## src/rtl/seg7_pkg.sv

```systemverilog
// Shared constants for the multiplexed 7-segment driver.
// Holds the hex glyph table, the output bit order and small helpers.
package seg7_pkg;

   localparam int SEG_WIDTH = 7;

   localparam int SEG_A = 0;
   localparam int SEG_B = 1;
   localparam int SEG_C = 2;
   localparam int SEG_D = 3;
   localparam int SEG_E = 4;
   localparam int SEG_F = 5;
   localparam int SEG_G = 6;

   // Canonical glyphs, active high, bit 0 = a ... bit 6 = g
   localparam logic [6:0] HEX_SEG [16] = '{
      7'h3F, 7'h06, 7'h5B, 7'h4F, 7'h66, 7'h6D, 7'h7D, 7'h07,
      7'h7F, 7'h6F, 7'h77, 7'h7C, 7'h39, 7'h5E, 7'h79, 7'h71
   };

   function automatic int idx_width(input int n);
      return (n > 1) ? $clog2(n) : 1;
   endfunction

   function automatic logic [SEG_WIDTH-1:0] hex_to_seg(input logic [3:0] nibble);
      logic [6:0]           canon;
      logic [SEG_WIDTH-1:0] seg;
      canon = HEX_SEG[nibble];
      seg = '0;
      seg[SEG_A] = canon[0];
      seg[SEG_B] = canon[1];
      seg[SEG_C] = canon[2];
      seg[SEG_D] = canon[3];
      seg[SEG_E] = canon[4];
      seg[SEG_F] = canon[5];
      seg[SEG_G] = canon[6];
      return seg;
   endfunction

endpackage

```

## src/rtl/seg7_scan_timer.sv

```systemverilog
// Slot timing for the scanned display: prescaler, digit index,
// PWM lit window and the per-frame snapshot pulse.
module seg7_scan_timer
   import seg7_pkg::*;
#(
   parameter int NUM_DIGITS   = 4,
   parameter int DIV          = 50000,
   parameter int GUARD_CYCLES = 64
) (
   input  logic                             clk,
   input  logic                             rst_n,
   input  logic [3:0]                       brightness,
   output logic [idx_width(NUM_DIGITS)-1:0] idx,
   output logic                             lit,
   output logic                             snap,
   output logic                             frame_start
);

   localparam int PW = $clog2(DIV);
   localparam int IW = idx_width(NUM_DIGITS);

   logic [PW-1:0] prescaler;
   logic [31:0]   count;
   logic [31:0]   thr;

   always_ff @(posedge clk or negedge rst_n) begin
      if (!rst_n) begin
         prescaler   <= '0;
         idx         <= '0;
         frame_start <= 1'b0;
      end else begin
         frame_start <= snap;
         if (prescaler == PW'(DIV - 1)) begin
            prescaler <= '0;
            idx       <= (idx == IW'(NUM_DIGITS - 1)) ? '0 : idx + IW'(1);
         end else begin
            prescaler <= prescaler + PW'(1);
         end
      end
   end

   // The lit window follows the guard interval and scales with brightness+1 in 1/16 steps.
   always_comb begin
      count = 32'(prescaler);
      thr   = ((32'(brightness) + 32'd1) * 32'(DIV - GUARD_CYCLES)) >> 4;
      snap  = (prescaler == '0) && (idx == '0);
      lit   = (count >= 32'(GUARD_CYCLES)) && (count < 32'(GUARD_CYCLES) + thr);
   end

endmodule

```

## src/rtl/seg7_scan_display.sv

```systemverilog
// Multiplexed hex display driver: per-frame input snapshot, leading-zero
// blanking, per-digit enables and decimal points, registered pin outputs.
module seg7_scan_display
   import seg7_pkg::*;
#(
   parameter int NUM_DIGITS     = 4,
   parameter int CLK_HZ         = 50000000,
   parameter int SCAN_HZ        = 1000,
   parameter int GUARD_CYCLES   = 64,
   parameter int SEG_ACTIVE_LOW = 1,
   parameter int SEL_ACTIVE_LOW = 1
) (
   input  logic                    clk,
   input  logic                    rst_n,
   input  logic [4*NUM_DIGITS-1:0] disp_value,
   input  logic [NUM_DIGITS-1:0]   dp_en,
   input  logic [NUM_DIGITS-1:0]   digit_en,
   input  logic                    lz_suppress,
   input  logic [3:0]              brightness,
   output logic [6:0]              segments,
   output logic                    dp,
   output logic [NUM_DIGITS-1:0]   segsel,
   output logic                    frame_start
);

   localparam int DIV = CLK_HZ / SCAN_HZ;
   localparam int IW  = idx_width(NUM_DIGITS);

   localparam logic [SEG_WIDTH-1:0]  SEG_INV = {SEG_WIDTH{SEG_ACTIVE_LOW != 0}};
   localparam logic                  DP_INV  = (SEG_ACTIVE_LOW != 0);
   localparam logic [NUM_DIGITS-1:0] SEL_INV = {NUM_DIGITS{SEL_ACTIVE_LOW != 0}};

   logic [4*NUM_DIGITS-1:0] value_s;
   logic [NUM_DIGITS-1:0]   dp_en_s;
   logic [NUM_DIGITS-1:0]   digit_en_s;
   logic                    lz_s;
   logic [3:0]              brightness_s;

   logic [IW-1:0]           idx;
   logic                    lit;
   logic                    snap;

   logic                    zero_above;
   logic [NUM_DIGITS-1:0]   blank;
   logic [3:0]              nibble;
   logic [SEG_WIDTH-1:0]    seg_on;
   logic                    dp_on;
   logic [NUM_DIGITS-1:0]   sel_on;

   seg7_scan_timer #(
      .NUM_DIGITS   (NUM_DIGITS),
      .DIV          (DIV),
      .GUARD_CYCLES (GUARD_CYCLES)
   ) u_timer (
      .clk         (clk),
      .rst_n       (rst_n),
      .brightness  (brightness_s),
      .idx         (idx),
      .lit         (lit),
      .snap        (snap),
      .frame_start (frame_start)
   );

   // Inputs are sampled once per frame so a frame never mixes old and new values.
   always_ff @(posedge clk or negedge rst_n) begin
      if (!rst_n) begin
         value_s      <= '0;
         dp_en_s      <= '0;
         digit_en_s   <= '0;
         lz_s         <= 1'b0;
         brightness_s <= '0;
      end else if (snap) begin
         value_s      <= disp_value;
         dp_en_s      <= dp_en;
         digit_en_s   <= digit_en;
         lz_s         <= lz_suppress;
         brightness_s <= brightness;
      end
   end

   // A digit is blank when it and every more significant nibble are zero; digit 0 always shows.
   always_comb begin
      zero_above = 1'b1;
      blank      = '0;
      for (int i = NUM_DIGITS - 1; i >= 0; i--) begin
         zero_above = zero_above & (value_s[4*i +: 4] == 4'h0);
         blank[i]   = lz_s & zero_above & (i != 0);
      end
   end

   always_comb begin
      nibble = value_s[4*idx +: 4];
      seg_on = '0;
      dp_on  = 1'b0;
      sel_on = '0;
      if (lit && digit_en_s[idx]) begin
         if (blank[idx]) begin
            dp_on       = dp_en_s[idx];
            sel_on[idx] = dp_en_s[idx];
         end else begin
            seg_on      = hex_to_seg(nibble);
            dp_on       = dp_en_s[idx];
            sel_on[idx] = 1'b1;
         end
      end
   end

   always_ff @(posedge clk or negedge rst_n) begin
      if (!rst_n) begin
         segments <= SEG_INV;
         dp       <= DP_INV;
         segsel   <= SEL_INV;
      end else begin
         segments <= seg_on ^ SEG_INV;
         dp       <= dp_on ^ DP_INV;
         segsel   <= sel_on ^ SEL_INV;
      end
   end

endmodule

```

## config.mk

```make
export PLATFORM = sky130hd
export DESIGN_NAME = seg7_scan_display
export DESIGN_NICKNAME = d
export VERILOG_FILES = /design/src/rtl/seg7_pkg.sv /design/src/rtl/seg7_scan_timer.sv /design/src/rtl/seg7_scan_display.sv
export SDC_FILE = /design/constraint.sdc
export NUM_CORES = 1
export LEC_CHECK = 0
export CORE_ASPECT_RATIO = 1.75
export CORE_MARGIN = 1.5
export CORE_UTILIZATION = 40
export DETAILED_ROUTE_END_ITERATION = 8
export DONT_BUFFER_PORTS = 1
export GPL_TIMING_DRIVEN = 0
export PLACE_DENSITY = 0.61
export SLEW_MARGIN = 20
export SYNTH_ARGS = -nofsm -noshare
export SYNTH_HDL_FRONTEND = slang
export SYNTH_SLANG_ARGS = --single-unit
```

## constraint.sdc

```tcl
create_clock -name clk -period 7.3 [get_ports clk]
set_input_delay 0.365 -clock clk [delete_from_list [all_inputs] [get_ports clk]]
set_output_delay 0.365 -clock clk [all_outputs]
set_load 0.005 [all_outputs]
```

==> impl_results.md <==
- Core area: 0.0102 sq mm
- Worst Hold Class: input port to flop
- Crit Path Max Fanout: 10
- Multiplexer area fraction after synthesis: 0.0379
- Initial core utilization: 0.409
- Worst Path Arrival: 5.41 ns
- Commonest cells after routing, fill and taps aside: nand2_1 (106), dfrtp_1 (48), ha_1 (43)
- Number of synthesized register bits: 60
- Die Wd: 80.1 um
- Post-Synth XOR/XNOR Area: 0.0566
- Main combinational cell family by area after synthesis: simple AND/OR/NAND/NOR gates
- Max-slew violations: 0
- Detailed-route DRC error count: 0
- Die span in y: 138 um
- Synth Area in Compound Gates: 0.104
- Outcome: complete, no violations
- Via-per-instance ratio: 5.39
- Synthesized area: 0.00416 sq mm
- Initial antenna violation count: 0
- Final-report hold violation count: 0
- Area Overhead vs Synth: 12.1%
- Detailed-route wire length per cell: 15.4 um
- Cells on Worst Hold Path: 2
- Max Cap Viol: 0
- Reg-to-Reg Start: brightness_s[0]$_DFFE_PN0P_
- CP Launch Type: flop
- Area of the multi-input gates: 0.00245 sq mm
- Initial drt markers: 107
- Slew HR: 0.661
- Sequential area share after synthesis: 0.365
- Worst vdd ir: 0.000248 V
- Synth warn: 0
- Gr usage total: 0.184
- # diodes: 0
- WL final: 9180 um
- RePlAce Congestion: 0.852
- Period utilization: 0.709
- Vias in the first global route: 3366
- Commonest non-fill, non-tap cell in the layout: nand2_1
- Num ports: 44
- PD cells: 206 mW/mm^2
- Pin count of the biggest net entering global routing: 61
- CTS clk-pin slew, worst paths: 0.05 ns
- Worst-Margin Slew: 0.508 ns
- Critical Path RT: 7.54 ns
- H-tree levels: 3
- Routed vias: 3223
- Simple-gate share of the synthesized area: 0.254
- Pleak: 0.00214 uW
- Hold_ws: 0.141 ns
- Async S/R FF share, synth: 1.00
- Main synth FF type: dfrtp_1
- Num CTS Buffers: 9
- Worst Hold Launch: disp_value[4]
- Final min period: 5.17 ns
- CTS tree: done
- CTS Buffer Depth: 2
- CP endpoint kind: flop
- CTS sink count: 60
- Syn Nets: 528
- Setup TNS: 0 ns
- Row cnt: 49
- # nets final: 541
- Yosys cell types: 64
- First-pass GRT wire length: 15600 um
- Synth Area in Adders: 0.137
- First drt pass iteration count: 4
- Grt ovf: 0
- CTS root buffer: clkbuf_16
- Sequential cell area: 0.00152 sq mm
- Clk_lat worst skew: 0.33 ns
- Routed Antenna Nets: 0
- Share of layout cells above drive strength 1: 0.146
- Post-synth EDFFs: 0
- I/O Buffers: 0
- Worst R2R Path Depth: 22
- Highest clock rate: 193 MHz
- Full die area: 0.0110 sq mm
- Final Setup Violations: 0
- Syn avg cell area: 9.18 sq um
- DP Wirelength: 7230 um
- Critical Path Start: brightness_s[0]$_DFFE_PN0P_
- RSZ-0062 raised after global routing: false
- Cell count after synthesis: 453
- Worst Setup Path Type: flop to flop
- Filler cell count: 1047
- Layout Skew: 0.00703 ns
[timing repair]
action,in CTS,in global routing
hold endpoints to repair,60,0
resized for setup,0,0
buffers inserted,0,0
hold buffers,2,0
[per-layer routing]
metal,wire [um],vias to the layer above,GRT usage
li1,-,1591,-
met1,3360,1559,0.185
met2,5340,57,0.355
met3,249,16,0.0349
met4,234,0,0.0833
met5,0,-,0
[cells by family (layout without fill, tap and decap cells)]
family,after synthesis,after routing
compound gates,64,64
xor+xnor,26,26
fa+ha+maj,45,45
buf+inv,42,60
flops,60,60
mux,8,8
simple gates,208,208
[sequential cells by signal, summed over array words and instances, names as in the netlist]
signal and flops:
brightness_s 4, dp_en_s 4, value_s 16, lz_s 1
dp 1, segments 7, segsel 4, u_timer.prescaler 16
u_timer.frame_start 1, digit_en_s 4, u_timer.idx 2
[layout make-up]
| type | instances | area share |
|---|---|---|
| multi-input combinational | 351 | 0.526 |
| sequential | 60 | 0.325 |
| clock buffer | 13 | 0.0559 |
| tap | 127 | 0.0341 |
| buffer | 19 | 0.0228 |
| inverter | 23 | 0.0185 |
| clock inverter | 3 | 0.00967 |
| timing repair buffer | 2 | 0.00806 |
[final timing paths]
kind                                     endpoint  slack (ns)
setup reg to reg              segsel[2]$_DFF_PN1_        2.13
min in group asynchronous  value_s[5]$_DFFE_PN0P_        0.56
setup / recovery              segsel[2]$_DFF_PN1_        2.13
max in group asynchronous            dp$_DFF_PN1_        6.44
hold reg to reg            value_s[2]$_DFFE_PN0P_        0.48
hold / removal             value_s[4]$_DFFE_PN0P_        0.14
[synthesized netlist by cell type, types with 3 or more instances]
master	instances	area share
a21o_1	3	0.0054
a21oi_1	16	0.019
a22oi_1	3	0.0054
and2_1	5	0.0075
and3_1	4	0.0060
buf_2	4	0.0048
buf_4	4	0.0072
clkbuf_1	8	0.0072
dfrtp_1	48	0.29
dfstp_2	12	0.076
ha_1	43	0.13
inv_1	22	0.020
mux4_2	6	0.033
nand2_1	106	0.096
nand2b_1	4	0.0060
nand3_1	18	0.022
nand3_2	8	0.019
nand4_1	6	0.0090
nor2_1	24	0.022
nor2b_1	3	0.0045
nor3_1	5	0.0060
nor4_1	3	0.0045
o211ai_1	3	0.0054
o21a_1	3	0.0054
o21ai_0	13	0.016
o21ai_1	4	0.0048
or2_2	4	0.0060
xnor2_1	11	0.023
xor2_1	14	0.029
[worst max-delay path, stage by stage (launching register included)]
cell	delay (ns)
dfrtp_1	0.50
nand3_1	0.16
xor2_1	0.36
inv_1	0.11
ha_1	0.30
ha_1	0.31
ha_1	0.33
buf_4	0.18
a31o_1	0.23
a22oi_1	0.23
xor2_1	0.16
nor4_2	0.39
nand2_1	0.12
xor2_1	0.17
ha_1	0.30
a21o_1	0.16
a31oi_1	0.20
o21ai_0	0.15
nor2_1	0.12
o21ai_0	0.12
o2111ai_2	0.17
buf_6	0.22
nand4_4	0.10
[through the flow]
stage | instance area [sq um] | instances | utilization | setup slack (ns) | power (uW)
after floorplan | 4160 | 453 | - | 2.86 | 493
after global placement | 4320 | 580 | 0.424 | 2.15 | 526
after detailed placement | 4320 | 580 | 0.424 | 2.09 | 531
after CTS | 4660 | 598 | 0.458 | 2.07 | 967
after global routing | 4660 | 598 | 0.458 | 1.73 | 1010
final | 4660 | 598 | 0.458 | 2.13 | 959
[where the power goes]
group,leakage (uW),internal [uW],switching (uW),total [uW]
Sequential,0.000715,342,6.77,348
Combinational,0.00128,77.9,109,187
Clock,0.000142,282,142,424
Total,0.00214,702,257,959
Note: power is estimated with default switching activity, not from simulation.
